### config.mk
export PLATFORM = sky130hd
export DESIGN_NAME = control_unit_flat
export DESIGN_NICKNAME = d
export VERILOG_FILES = /design/src/rtl/cpu_pkg.sv /design/src/rtl/cpu_if.sv /design/src/rtl/reg_file.sv /design/src/rtl/control_unit.sv /design/src/flat_wrapper.sv
export SDC_FILE = /design/constraint.sdc
export NUM_CORES = 1
export LEC_CHECK = 0
export CAP_MARGIN = 5
export CORE_ASPECT_RATIO = 0.6
export CORE_MARGIN = 2
export CORE_UTILIZATION = 54
export DETAILED_ROUTE_END_ITERATION = 6
export GPL_TIMING_DRIVEN = 0
export PLACE_DENSITY = 0.84
export RECOVER_POWER = 50
export SYNTH_ARGS = -nofsm -noshare
export SYNTH_HDL_FRONTEND = slang
export SYNTH_SLANG_ARGS = --single-unit
### constraint.sdc
create_clock -name clk -period 2.96 [get_ports clk]
set_clock_uncertainty 0.2 [all_clocks]
set_input_delay 0.444 -clock clk [delete_from_list [all_inputs] [get_ports clk]]
set_output_delay 0.444 -clock clk [all_outputs]
set_load 0.1 [all_outputs]
### src/rtl/cpu_pkg.sv
// Shared definitions for the control unit: opcodes, FSM states and instruction layout.
package cpu_pkg;
  localparam int OPC_MSB = 15, OPC_LSB = 12;
  localparam int RD_MSB  = 11, RD_LSB  = 10;
  localparam int RS_MSB  = 9,  RS_LSB  = 8;
  localparam int IMM_MSB = 7,  IMM_LSB = 0;

  typedef enum logic [3:0] {
    OP_MOV = 4'h0, OP_ADD, OP_SUB, OP_MUL, OP_DIV, OP_AND, OP_OR, OP_XOR,
    OP_NOT, OP_SHL, OP_SHR, OP_LI, OP_INC, OP_JMP, OP_BRANCH, OP_HALT
  } opcode_t;

  typedef enum logic [2:0] {
    S_IDLE, S_FETCH, S_DECODE, S_EXECUTE, S_WRITEBACK, S_HALT
  } state_t;

  typedef struct packed {
    opcode_t    op;
    logic [1:0] rd;
    logic [1:0] rs;
    logic [7:0] imm;
  } instr_t;
endpackage

### src/rtl/cpu_if.sv
// Instruction-memory and ALU bus between the control unit and its datapath.
interface cpu_if;
  logic [7:0]  imem_addr;
  logic [15:0] imem_data;
  logic        imem_ready;
  logic [3:0]  alu_opcode;
  logic [7:0]  alu_op1;
  logic [7:0]  alu_op2;
  logic        alu_enable;
  logic [7:0]  alu_out;
  logic [15:0] alu_outmd;

  modport master (output imem_addr, alu_opcode, alu_op1, alu_op2, alu_enable,
                  input  imem_data, imem_ready, alu_out, alu_outmd);
  modport slave  (input  imem_addr, alu_opcode, alu_op1, alu_op2, alu_enable,
                  output imem_data, imem_ready, alu_out, alu_outmd);
endinterface

### src/rtl/reg_file.sv
// 4x8 register file, two combinational reads, one write port with optional high-byte write to wa+1.
module reg_file (
  input  logic       clk,
  input  logic       reset,
  input  logic [1:0] ra,
  input  logic [1:0] rb,
  output logic [7:0] rdata_a,
  output logic [7:0] rdata_b,
  input  logic       we,
  input  logic       we_hi,
  input  logic [1:0] wa,
  input  logic [7:0] wdata,
  input  logic [7:0] wdata_hi
);
  logic [3:0][7:0] regs;

  assign rdata_a = regs[ra];
  assign rdata_b = regs[rb];

  // wa + 1 wraps naturally in 2 bits, so r3's high byte lands in r0
  always_ff @(posedge clk or negedge reset) begin
    if (!reset) regs <= '0;
    else begin
      if (we)          regs[wa]         <= wdata;
      if (we && we_hi) regs[wa + 2'd1] <= wdata_hi;
    end
  end
endmodule

### src/rtl/control_unit.sv
// Multi-cycle control unit: FETCH/DECODE/EXECUTE/WRITEBACK sequencing around an external ALU.
module control_unit import cpu_pkg::*; #(
  parameter logic [7:0] PC_RESET = 8'h00
) (
  input  logic       clk,
  input  logic       reset,
  input  logic       run,
  cpu_if.master      bus,
  output logic [7:0] pc,
  output logic       halted,
  output logic       error
);
  state_t      state, state_nx;
  instr_t      ir;
  logic [3:0]  opc_q;
  logic [7:0]  op1_q, op2_q, res_q, rd_val, rs_val, wdata, pc_nx;
  logic [15:0] resmd_q;
  logic        we, we_hi, div0;

  reg_file u_rf (
    .clk(clk), .reset(reset), .ra(ir.rd), .rb(ir.rs), .rdata_a(rd_val), .rdata_b(rs_val),
    .we(we), .we_hi(we_hi), .wa(ir.rd), .wdata(wdata), .wdata_hi(resmd_q[15:8])
  );

  assign bus.imem_addr  = pc;
  assign bus.alu_enable = (state == S_EXECUTE);
  assign bus.alu_opcode = opc_q;
  assign bus.alu_op1    = op1_q;
  assign bus.alu_op2    = op2_q;
  assign halted         = (state == S_HALT);

  always_ff @(posedge clk or negedge reset) begin
    if (!reset) begin
      state   <= S_IDLE;
      pc      <= PC_RESET;
      ir      <= '0;
      opc_q   <= '0;
      op1_q   <= '0;
      op2_q   <= '0;
      res_q   <= '0;
      resmd_q <= '0;
      error   <= 1'b0;
    end else begin
      state <= state_nx;
      if (state == S_FETCH && bus.imem_ready) ir <= bus.imem_data;
      // ALU operand registers double as the held bus values outside EXECUTE
      if (state == S_DECODE && ir.op != OP_HALT) begin
        opc_q <= ir.op;
        op1_q <= (ir.op == OP_LI) ? ir.imm : (ir.op == OP_INC) ? rs_val : rd_val;
        op2_q <= rs_val;
      end
      if (state == S_EXECUTE) begin
        res_q   <= bus.alu_out;
        resmd_q <= bus.alu_outmd;
      end
      if (state == S_WRITEBACK) begin
        pc <= pc_nx;
        if (div0) error <= 1'b1;
      end
    end
  end

  always_comb begin
    state_nx = state;
    we       = 1'b0;
    we_hi    = 1'b0;
    wdata    = res_q;
    pc_nx    = pc + 8'd1;
    div0     = (ir.op == OP_DIV) && (op2_q == 8'd0);
    unique case (state)
      S_IDLE:    if (run) state_nx = S_FETCH;
      S_FETCH:   if (bus.imem_ready) state_nx = S_DECODE;
      S_DECODE:  state_nx = (ir.op == OP_HALT) ? S_HALT : S_EXECUTE;
      S_EXECUTE: state_nx = S_WRITEBACK;
      S_WRITEBACK: begin
        state_nx = run ? S_FETCH : S_IDLE;
        case (ir.op)
          OP_MUL: begin we = 1'b1; we_hi = 1'b1; wdata = resmd_q[7:0]; end
          OP_DIV:
            if (div0) begin
              state_nx = S_HALT;
              pc_nx    = pc;
            end else begin
              we    = 1'b1;
              wdata = resmd_q[7:0];
            end
          OP_JMP:    pc_nx = ir.imm;
          OP_BRANCH: if (op1_q == 8'd0) pc_nx = ir.imm;
          default:   we = 1'b1;
        endcase
      end
      S_HALT:  state_nx = S_HALT;
      default: state_nx = S_IDLE;
    endcase
  end
endmodule
### src/flat_wrapper.sv
// flat-port wrapper written by rule: the top's interface ports become plain ports
module control_unit_flat import cpu_pkg::*;
#(
  parameter logic [7:0] PC_RESET = 8'h00
)
  (clk, reset, run, pc, halted, error, bus_imem_addr, bus_alu_opcode, bus_alu_op1, bus_alu_op2, bus_alu_enable, bus_imem_data, bus_imem_ready, bus_alu_out, bus_alu_outmd);
  cpu_if bus_i ();
  input  logic clk;
  input  logic reset;
  input  logic run;
  output logic [7:0] pc;
  output logic halted;
  output logic error;
  output wire logic [$bits(bus_i.imem_addr)-1:0] bus_imem_addr;
  output wire logic [$bits(bus_i.alu_opcode)-1:0] bus_alu_opcode;
  output wire logic [$bits(bus_i.alu_op1)-1:0] bus_alu_op1;
  output wire logic [$bits(bus_i.alu_op2)-1:0] bus_alu_op2;
  output wire logic [$bits(bus_i.alu_enable)-1:0] bus_alu_enable;
  input wire logic [$bits(bus_i.imem_data)-1:0] bus_imem_data;
  input wire logic [$bits(bus_i.imem_ready)-1:0] bus_imem_ready;
  input wire logic [$bits(bus_i.alu_out)-1:0] bus_alu_out;
  input wire logic [$bits(bus_i.alu_outmd)-1:0] bus_alu_outmd;
  assign bus_imem_addr = bus_i.imem_addr;
  assign bus_alu_opcode = bus_i.alu_opcode;
  assign bus_alu_op1 = bus_i.alu_op1;
  assign bus_alu_op2 = bus_i.alu_op2;
  assign bus_alu_enable = bus_i.alu_enable;
  assign bus_i.imem_data = bus_imem_data;
  assign bus_i.imem_ready = bus_imem_ready;
  assign bus_i.alu_out = bus_alu_out;
  assign bus_i.alu_outmd = bus_alu_outmd;
  control_unit #(.PC_RESET(PC_RESET)) u_core (.clk(clk), .reset(reset), .run(run), .bus(bus_i), .pc(pc), .halted(halted), .error(error));
endmodule
# Word-level counts from Yosys, hierarchy flattened
# Index checks and enable logic that the tools add are counted.
# totals
register_bits	104
latch_bits	0
ramBits	0
romBits	0
inputBits	44
out_inout_bits	39
word_cells	84
mem_count	0
# op_classes
add_sub_neg	2
multipliers	0
div_mod_pow	0
n_lt_le_gt_ge	5
n_eq_ne	16
n_shift	0
n_mux	32
bitwise_logic	0
n_reduce_logical	13
# op_table
operator	n
$mux 8	10
$bwmux 32	2
$mux 32	2
$bmux 8 s2	2
$demux 8 s2	2
$pmux 8 s3	1
$eq 4x4->1 const B	5
$pmux 3 s6	1
$logic_not 8->1	2
$pmux 8 s2	1
$mux 3	5
$lt 2x3->1 const B	3
$add 8x1->8 const B	1
$eq 3x2->1 const B	2
$eq 3x3->1 const B	2
$logic_and 1x1->1	6
$ne 2x2->1 const B	3
$reduce_and 2->1	3
$mux 1	5
$eq 4x2->1 const B	1
$eq 4x3->1 const B	1
$ge 2x1->1 const B	2
$ne 4x4->1 const B	1
$eq 3x1->1 const B	1
other kinds (4)	4

# Longest topological paths before layout
# Gate-level depths: netlist (run 1).
# logic_depth
depth_word	9
depth_mapped	9
depth_no_buf	5

# Hierarchy
# Synthesis (run 1) repeated with hierarchy kept, for this count alone.
# unflattened
cells_unflattened	549
area_unflattened_um2	5370.2
# by_module_without_submodules
mod	n_inst	cells_per_inst	area_each_um2	seq_area_each_um2
control_unit	1	345	3393.3	1801.7
reg_file	1	204	1976.9	800.8

# Worst setup path before layout (run 1)
# No wires, ideal clock.
# synth_timing
kind	reg-to-output
startpoint	reg u_core.state[2]
endpoint	out bus_alu_enable
arrival_time_ns	2.001
t_required_ns	2.316
setup_slack_ns	0.315
path_stages_with_launch	5
n_path_buf	2
path_cell_list	dfrtp_1 -> clkbuf_1 -> nand3b_1 -> inv_2 -> clkbuf_1
# synth_between
elab_chain_len	1
# synth_rtl
item	line_no	text
from (decl)	control_unit.sv:13	state_t state, state_nx;
from (signal assigned)	control_unit.sv:44	state <= state_nx;
$eq 3x2->1	control_unit.sv:26	assign bus.alu_enable = (state == S_EXECUTE);
to (decl)	flat_wrapper.sv:18	output wire logic [$bits(bus_i.alu_enable)-1:0] bus_alu_enable;
# No other way between the ends.

# Worst setup path in the final report (run 1)
# layout_timing
startpoint	reg u_core.state[2]
endpoint	out halted
# layout_between
elab_chain_len	1
# layout_rtl
item	line_no	text
$eq 3x3->1	control_unit.sv:30	assign halted = (state == S_HALT);
to (decl)	flat_wrapper.sv:12	output logic halted;
# No other way between the ends.

==> flow_metrics.env, run 1 <==
export IMPL_dr_pass1_iters=5
export IMPL_cts_buffer_depth=2
export IMPL_yosys_area_top_type="dfrtp_1"
export IMPL_clkTransAtPathRegs_ns=0.07
export IMPL_fillers=688
export IMPL_maxCapViolCount=0
export IMPL_final_nets=654
export IMPL_cts_htree_levels=3
export IMPL_instances_no_fill=743
export IMPL_cts_tree="done"
export IMPL_routedWlPerCell_um=20.2
export IMPL_postLayoutCellArea_um2=6600
export IMPL_seq_area_um2=2600
export IMPL_placed_cell_area_um2=6320
export IMPL_insertion_delay_ns=0.35
export IMPL_core_area_um2=9360
export IMPL_port_buffers=82
export IMPL_ys_top_cells_by_count="146 x nand2_1, 104 x dfrtp_1, 40 x nand3_1"
export IMPL_grt_max_degree=55
export IMPL_fin_tns_setup_ns=0
export IMPL_initial_core_util_pct=56.8
export IMPL_synth_seq_cells=104
export IMPL_setup_ws_ns=0.162
export IMPL_drcViolationCount=0
export IMPL_multi_input_area_um2=2450
export IMPL_clock_sinks=104
export IMPL_crit_fanout=10
export IMPL_ys_warn_count=0
export IMPL_synth_top_area_share_pct=49.0
export IMPL_synth_edf_count=0
export IMPL_dp_slack_ns=-0.590
export IMPL_cts_root_buffer="clkbuf_16"
export IMPL_grt_usage_pct=29.8
export IMPL_vias=4648
export IMPL_fin_crit_sh_pct=94.5
export IMPL_slew_viol_final=0
export IMPL_period_minus_slack_ns=2.80
export IMPL_routed_via_density=6.26
export IMPL_gr_total_overflow=0
export IMPL_yosys_top_cells_area="dfrtp_1 49%, nand2_1 10%, mux4_2 6.8%"
export IMPL_report_final_hold_viol_count=0
export IMPL_rows=27
export IMPL_rsz0062_at_grt="no"
export IMPL_cellPowerDensity_nw_per_um2=1250
export IMPL_cp_start_kind="register"
export IMPL_die_w_um=132
export IMPL_ios=83
export IMPL_fin_util_pct=70.6
export IMPL_tightestPinTransition_ns=1.30
export IMPL_drt_iter0_drc=696
export IMPL_outcome="finished, final reports clean"
export IMPL_syn_inst=512
export IMPL_cp_required_ns=2.32
export IMPL_crit_arrival_ns=2.15
export IMPL_n_antenna_cell=0
export IMPL_hold_class="register to register"
export IMPL_ys_async_sr_fraction_pct=100
export IMPL_fmax_ghz=0.357
export IMPL_p_leak_nw=2.83
export IMPL_avgSynthCellArea_um2=10.4
export IMPL_worst_setup_path_type="register to output port"
export IMPL_cts_buffers_inserted=9
export IMPL_post_dp_hpwl_um=10900
export IMPL_syn2layout_area_growth_pct=24.3
export IMPL_slew_headroom_pct=13.4
export IMPL_seq_area_frac_synth_pct=49.0
export IMPL_grt_pass1_wl_um=24200
export IMPL_fp_dieH_um=80.8
export IMPL_synth_most_common_cell="nand2_1"
export IMPL_syn_num_nets=557
export IMPL_routed_wl_um=15000
export IMPL_grt_pass1_vias=4481
export IMPL_dieArea_um2=10700
export IMPL_setup_viol=0
export IMPL_netlist_area_um2=5310
export IMPL_gp_congestion=0.930
export IMPL_drive_gt1_share_pct=14.5
export IMPL_antenna_found_initial=0
export IMPL_dp_cells=725
export IMPL_endpoint_kind="output port"
export IMPL_ys_types=57
export IMPL_antenna_left=0
export IMPL_synth_ff_type="dfrtp_1"
export IMPL_vdd_ir_drop_max_uv=706
## final cells by class
cell class / count / share of cell area (%)
Buffer: 35 / 2.94
Clock buffer: 12 / 3.73
Clock inverter: 3 / 0.398
Inverter: 13 / 0.739
Multi-Input combinational cell: 360 / 37.2
Sequential cell: 104 / 39.4
Tap cell: 130 / 2.46
Timing Repair Buffer: 86 / 13.2
## routing by layer
layer  vias up  global-route usage (%)  part of all wire [%]
li1       2024                       -                     -
met1      2275                    42.1                    42
met2       321                    46.0                    45
met3        28                    8.80                    12
met4         0                    7.07                   1.3
met5         -                       0                     0
## timing repair
action	CTS	global route
endpoints found under the setup margin	2	1
gates resized for setup	8	1
hold endpoints to repair	50	0
hold buffers	1	0
buffers inserted	0	2
pin swaps	0	0
## worst max-delay path: stages (launching register included)
cell and delay [ns]:
dfrtp_1 0.40, clkbuf_1 0.34, and3_1 0.22, dlygate4sd2_1 0.85
## per-stage QoR
| stage | hold slack [ns] | power (mW) |
|---|---|---|
| floorplan | -0.0516 | 5.92 |
| global placement | 0.261 | 6.92 |
| detailed placement | 0.263 | 7.09 |
| CTS | 0.281 | 8.23 |
| global route | 0.291 | 8.65 |
| finish | 0.279 | 8.24 |
## sequential cells by signal, indices dropped and copies added (netlist names)
name                   cells
u_core.bus.alu_op1         8
u_core.bus.imem_addr       8
u_core.u_rf.regs          32
u_core.res_q               8
u_core.bus.alu_op2         8
u_core.ir                 16
u_core.resmd_q            16
u_core.error               1
u_core.state               3
u_core.bus.alu_opcode      4
## cells by family after synthesis
kind of cell / Yosys count / synth area share, %
AO/OA/AOI/OAI: 74 / 10.6
adder cells (fa/ha/maj): 1 / 0.235
buffers and inverters: 48 / 4.54
flip-flops: 104 / 49.0
multiplexers: 52 / 14.1
AND/OR/NAND/NOR: 233 / 21.6
## path summary, 6_finish.rpt
check | depth (start not counted) | from | slack [ns] | endpoint
min in group asynchronous | 2 | reset | 0.71 | u_core.state[1]
setup reg to reg | 5 | u_core.ir[13] | 0.25 | u_core.u_rf.regs[7]
hold / removal | 2 | u_core.res_q[0] | 0.28 | u_core.res_q[0]
setup / recovery | 3 | u_core.state[2] | 0.16 | halted
max in group asynchronous | 3 | reset | 0.98 | u_core.resmd_q[10]
hold reg to reg | 2 | u_core.res_q[0] | 0.28 | u_core.res_q[0]
## report_power, final
group	switching (mW)	internal, mW
Clock	0.518	0.596
Combinational	2.91	1.50
Sequential	0.662	2.07
## layout by cell type, fill, tap and decap left out, types with 3 or more instances in the layout
cell / count
o211ai_1: 32
or3_1: 3
mux4_2: 16
clkdlybuf4s50_1: 79
a21oi_1: 6
nand2_1: 146
o221ai_1: 8
mux2i_1: 18
nor2_1: 10
o22ai_1: 3
clkbuf_16: 9
o21ai_0: 4
inv_1: 11
and3_1: 3
o22a_1: 5
nor3_1: 3
a2bb2oi_1: 4
buf_4: 13
clkbuf_1: 13
dfrtp_1: 104
buf_1: 5
mux2_2: 16
nand3_1: 40
buf_2: 4
No activity file was read; power rests on OpenSTA's default activity.
==> inputs of run 2 (changes only) <==
--- a/config.mk
+++ b/config.mk
@@ -13,6 +13,7 @@
 export GPL_TIMING_DRIVEN = 0
 export PLACE_DENSITY = 0.84
 export RECOVER_POWER = 50
+export SLEW_MARGIN = 20
 export SYNTH_ARGS = -nofsm -noshare
 export SYNTH_HDL_FRONTEND = slang
 export SYNTH_SLANG_ARGS = --single-unit
==> run 2 against run 1 <==
Global-route usage fell by 0.62 points. Cell area barely moved. Clock power barely moved. Sequential cell count did not move. Utilization barely moved. Die area did not move. Sequential power barely moved. Via count fell by 1.0%. Combinational power barely moved. Critical path depth did not move. Worst setup slack got worse by 0.0078 ns. Critical endpoint unchanged. Largest power group unchanged.
==> flow_metrics.env, run 2 (synthesis results as in run 1) <==
export IMPL_reg_top3="u_core.u_rf.regs (32), u_core.ir (16), u_core.resmd_q (16)"
export IMPL_hp_start="u_core.resmd_q[3]"
export IMPL_final_cell_mix="146 x nand2_1, 104 x dfrtp_1, 79 x clkdlybuf4s50_1"
export IMPL_crit_cells=3
export IMPL_fin_crit_sh_pct=94.8
export IMPL_grt_max_degree=55
export IMPL_rr_endpoint="u_core.u_rf.regs[30]"
export IMPL_rsz0062_at_grt="no"
export IMPL_critPathBufInv=2
export IMPL_clkTransAtPathRegs_ns=0.07
export IMPL_crit_path_top_delay_cell="dlygate4sd2_1"
export IMPL_fin_util_pct=70.5
export IMPL_port_buffers=82
export IMPL_insertion_delay_ns=0.35
export IMPL_grt_pass1_vias=4436
export IMPL_p_clk_share_pct=13.6
export IMPL_initial_core_util_pct=56.8
export IMPL_reg2reg_from="u_core.ir[13]"
export IMPL_antenna_found_initial=0
export IMPL_vdd_ir_drop_max_uv=615
export IMPL_gp_congestion=0.930
export IMPL_whs_endpoint="u_core.resmd_q[3]"
export IMPL_outcome="finished, final reports clean"
export IMPL_largest_reg_flops=32
export IMPL_vias=4601
export IMPL_ios=83
export IMPL_slew_viol_final=0
export IMPL_share_comb_of_total_power_pct=53.4
export IMPL_maxCapViolCount=0
export IMPL_r2r_slack_ns=0.29
export IMPL_p_sw_mw=4.08
export IMPL_p_int_mw=4.16
export IMPL_fin_tns_setup_ns=0
export IMPL_cp_required_ns=2.32
export IMPL_tightestPinTransition_ns=1.32
export IMPL_die_w_um=132
export IMPL_cpLargestDelayFamily="buffers and inverters"
export IMPL_cts_buffers_inserted=9
export IMPL_worst_setup_path_type="register to output port"
export IMPL_p_leak_nw=2.83
export IMPL_period_minus_slack_ns=2.81
export IMPL_placed_cell_area_um2=6330
export IMPL_drt_iter0_drc=553
export IMPL_crit_arrival_ns=2.16
export IMPL_routedWlPerCell_um=20.0
export IMPL_syn2layout_area_growth_pct=24.2
export IMPL_routed_via_density=6.19
export IMPL_swShare_pct=49.5
export IMPL_slew_headroom_pct=12.2
export IMPL_rows=27
export IMPL_final_nets=654
export IMPL_crit_fanout=10
export IMPL_endpoint_kind="output port"
export IMPL_cts_tree="done"
export IMPL_cts_root_buffer="clkbuf_16"
export IMPL_cp_start_kind="register"
export IMPL_postLayoutCellArea_um2=6600
export IMPL_crit_path_max_incr_delay_ns=0.85
export IMPL_grt_usage_pct=29.2
export IMPL_regMostFlops="u_core.u_rf.regs"
export IMPL_worstRegToRegCells=6
export IMPL_grt_pass1_wl_um=23600
export IMPL_cellPowerDensity_nw_per_um2=1250
export IMPL_report_final_hold_viol_count=0
export IMPL_hold_class="register to register"
export IMPL_clock_sinks=104
export IMPL_power_frac_seq_pct=33.0
export IMPL_drive_gt1_share_pct=14.5
export IMPL_core_area_um2=9360
export IMPL_gr_total_overflow=0
export IMPL_n_antenna_cell=0
export IMPL_routed_wl_um=14900
export IMPL_setup_viol=0
export IMPL_post_dp_hpwl_um=10800
export IMPL_dr_pass1_iters=7
export IMPL_crit_chain="clkbuf_1 -> and3_1 -> dlygate4sd2_1"
export IMPL_fmax_ghz=0.356
export IMPL_final_common_cell="nand2_1"
export IMPL_fillers=691
export IMPL_fp_dieH_um=80.8
export IMPL_whs_path_depth=2
export IMPL_antenna_left=0
export IMPL_cts_htree_levels=3
export IMPL_cts_buffer_depth=2
export IMPL_dieArea_um2=10700
export IMPL_drcViolationCount=0
-- run 2: power by group through the flow --
stage / combinational, mW / sequential (mW) / clock, mW
floorplan: 2.28 / 3.64 / 0
global placement: 4.25 / 2.67 / 0
detailed placement: 4.38 / 2.72 / 0
CTS: 4.40 / 2.70 / 1.13
global route: 4.65 / 2.79 / 1.19
finish: 4.40 / 2.72 / 1.12
-- run 2: area by class of cell --
class                      count  area (um^2)  share of cell area (%)
buffer                        35          194                    2.94
clock buffer                  12          246                    3.74
clock inverter                 3         26.3                   0.398
inverter                      13         48.8                   0.739
multi-input combinational    360         2450                    37.2
sequential                   104         2600                    39.4
tap                          130          163                    2.46
timing repair buffer          86          865                    13.1
-- run 2: per-stage QoR --
stage          hold WS, ns  total power [mW]  setup WS [ns]  cells
4_1_cts              0.281              8.22         0.0795    741
3_3_place_gp         0.261              6.92          -2.59    724
3_5_place_dp         0.220              7.09         -0.587    725
6_report             0.284              8.24          0.154    743
2_1_floorplan      -0.0516              5.92          0.315    512
5_1_grt              0.295              8.63         0.0120    743
-- run 2: metal layers --
metal	wire length (um)	GRT usage, %	vias up
met2	6460	44.3	303
met3	1800	11.5	56
met5	0	0	-
met4	369	8.04	0
met1	6240	39.6	2222
li1	-	-	2020
-- run 2: worst max path at each step --
stage	start	endpoint	slack, ns
after floorplan	u_core.state[2]	bus_alu_enable	0.32
after global placement	reset	u_core.u_rf.regs[5]	-2.59
after detailed placement	u_core.state[2]	bus_alu_enable	-0.59
after CTS	u_core.state[2]	bus_alu_enable	0.08
after global routing	u_core.state[2]	bus_alu_enable	0.01
final	u_core.state[2]	halted	0.15
-- run 2: worst reg2reg max path: cells and delay by family (launching register included) --
family / cells / cell delay (ns)
AND/OR/NAND/NOR: 4 / 1.55
AO/OA/AOI/OAI: 1 / 0.10
buffers and inverters: 1 / 0.27
flip-flops: 1 / 0.48
-- run 2: timing repair --
item,4_1_cts,5_1_grt
hold endpoints to repair,50,0
setup buffers,0,2
endpoints found under the setup margin,2,1
resized for setup,8,0
hold buffers,1,0
==> inputs of run 3 (changes only) <==
--- a/config.mk
+++ b/config.mk
@@ -6,10 +6,13 @@
 export NUM_CORES = 1
 export LEC_CHECK = 0
 export CAP_MARGIN = 5
+export CELL_PAD_IN_SITES_DETAIL_PLACEMENT = 1
+export CELL_PAD_IN_SITES_GLOBAL_PLACEMENT = 1
 export CORE_ASPECT_RATIO = 0.6
 export CORE_MARGIN = 2
-export CORE_UTILIZATION = 54
+export CORE_UTILIZATION = 42
 export DETAILED_ROUTE_END_ITERATION = 6
+export GPL_ROUTABILITY_DRIVEN = 1
 export GPL_TIMING_DRIVEN = 0
 export PLACE_DENSITY = 0.84
 export RECOVER_POWER = 50
==> run 3 against run 2 <==
Clock power about the same. Cell count increased by 4.4%. Register-to-register slack worse by 0.05 ns. Die area is 27% higher. Largest power group unchanged. Highest routed layer unchanged.
==> flow_metrics.env, run 3 (synthesis results as in run 1) <==
export IMPL_cellPowerDensity_nw_per_um2=1270
export IMPL_worst_setup_path_type="register to output port"
export IMPL_grt_pass1_wl_um=27900
export IMPL_busiest_layer="met2"
export IMPL_fin_util_pct=54.2
export IMPL_share_comb_of_total_power_pct=53.4
export IMPL_postLayoutCellArea_um2=6620
export IMPL_dieArea_um2=13600
export IMPL_fin_crit_sh_pct=95.3
export IMPL_maxCapViolCount=0
export IMPL_fp_dieH_um=91.1
export IMPL_post_dp_hpwl_um=12900
export IMPL_grt_util_met3_pct=6.68
export IMPL_clock_sinks=104
export IMPL_crit_chain="clkbuf_1 -> and3_1 -> dlygate4sd2_1"
export IMPL_cts_tree="done"
export IMPL_crit_fanout=10
export IMPL_p_clk_share_pct=13.7
export IMPL_antenna_left=0
export IMPL_endpoint_kind="output port"
export IMPL_fmax_ghz=0.354
export IMPL_clkTransAtPathRegs_ns=0.07
export IMPL_outcome="finished, final reports clean"
export IMPL_power_mw=8.40
export IMPL_drt_iter0_drc=453
export IMPL_cts_htree_levels=3
export IMPL_rows=31
export IMPL_hold_class="register to register"
export IMPL_gp_congestion=0.857
export IMPL_crit_path_max_incr_delay_ns=0.86
export IMPL_drive_gt1_share_pct=14.2
export IMPL_ios=83
export IMPL_cts_buffer_depth=2
export IMPL_met2_usage_pct=41.9
export IMPL_report_final_hold_viol_count=0
export IMPL_power_frac_seq_pct=33.0
export IMPL_syn2layout_area_growth_pct=24.6
export IMPL_cp_start_kind="register"
export IMPL_drcViolationCount=0
export IMPL_largest_reg_flops=32
export IMPL_regMostFlops="u_core.u_rf.regs"
export IMPL_use_met1_pct=37.9
export IMPL_fillers=1353
export IMPL_routed_wl_um=17300
export IMPL_grt_pass1_vias=4939
export IMPL_routed_via_density=5.86
export IMPL_setup_viol=0
export IMPL_crit_path_top_delay_cell="dlygate4sd2_1"
export IMPL_n_antenna_cell=0
export IMPL_final_cell_mix="146 x nand2_1, 104 x dfrtp_1, 79 x clkdlybuf4s50_1"
export IMPL_final_common_cell="nand2_1"
export IMPL_rsz0062_at_grt="no"
export IMPL_routedWlPerCell_um=22.3
export IMPL_cts_buffers_inserted=9
export IMPL_reg_top3="u_core.u_rf.regs (32), u_core.ir (16), u_core.resmd_q (16)"
export IMPL_core_area_um2=12200
export IMPL_period_minus_slack_ns=2.82
export IMPL_grt_max_degree=80
export IMPL_insertion_delay_ns=0.35
export IMPL_port_buffers=82
export IMPL_vdd_ir_drop_max_uv=697
export IMPL_placed_cell_area_um2=6370
export IMPL_p_int_mw=4.16
export IMPL_grt_usage_pct=26.9
export IMPL_vias=4544
export IMPL_p_sw_mw=4.24
export IMPL_p_leak_nw=2.81
export IMPL_initial_core_util_pct=43.5
export IMPL_swShare_pct=50.5
export IMPL_slew_headroom_pct=1.56
export IMPL_final_nets=652
export IMPL_gr_total_overflow=0
export IMPL_cp_required_ns=2.32
export IMPL_tightestPinTransition_ns=1.48
export IMPL_crit_arrival_ns=2.18
export IMPL_antenna_found_initial=0
export IMPL_whs_ns=0.288
export IMPL_cts_root_buffer="clkbuf_16"
export IMPL_dr_pass1_iters=5
export IMPL_r2r_slack_ns=0.24
export IMPL_slew_viol_final=0
export IMPL_die_w_um=149
==> run 3: layout make-up <==
type | count | area (um^2) | share of cell area, %
Buffer | 34 | 189 | 2.85
Clock buffer | 11 | 253 | 3.82
Clock inverter | 4 | 28.8 | 0.435
Inverter | 13 | 50.0 | 0.756
Multi-Input combinational cell | 360 | 2450 | 37.1
Sequential cell | 104 | 2600 | 39.3
Tap cell | 165 | 206 | 3.12
Timing Repair Buffer | 85 | 836 | 12.6
==> run 3: worst paths after layout <==
check | start | to | cells after the start
max | u_core.state[2] | halted | 3
min | u_core.resmd_q[1] | u_core.resmd_q[1] | 2
max reg2reg | u_core.ir[13] | u_core.u_rf.regs[22] | 6
min reg2reg | u_core.resmd_q[1] | u_core.resmd_q[1] | 2
max in group asynchronous | reset | u_core.u_rf.regs[14] | 3
min in group asynchronous | reset | u_core.res_q[2] | 2
==> run 3: power by group through the flow <==
stage | clock network, mW | logic, mW | registers [mW]
6_report | 1.15 | 4.48 | 2.77
4_1_cts | 1.16 | 4.51 | 2.75
5_1_grt | 1.21 | 4.75 | 2.85
3_5_place_dp | 0 | 4.49 | 2.76
3_3_place_gp | 0 | 4.30 | 2.69
2_1_floorplan | 0 | 2.28 | 3.64
==> run 3: what timing repair did <==
action	CTS	global route
buffers inserted	0	1
setup endpoints to repair	2	1
endpoints found under the hold margin	25	0
resized for setup	7	1
hold buffers	1	0
cloned	0	0
==> run 3: metal layers <==
layer  wire length (um)  up-vias
li1                   -     2008
met1               7890     2346
met2               8020      166
met3               1160       24
met4                249        0
met5                  0        -
==> run 3: critical path, delay by kind of cell (launching register included) <==
family        cells  cell delay (ns)
buf+inv           2             1.20
flops             1             0.39
simple gates      1             0.23
==> run 3: stage by stage <==
stage,cells,setup WS [ns],setup TNS [ns]
floorplan,512,0.315,0
global placement,759,-2.69,-279.81
detailed placement,760,-0.693,-0.693
CTS,775,0.136,0
global route,776,0.0168,0
finish,776,0.139,0
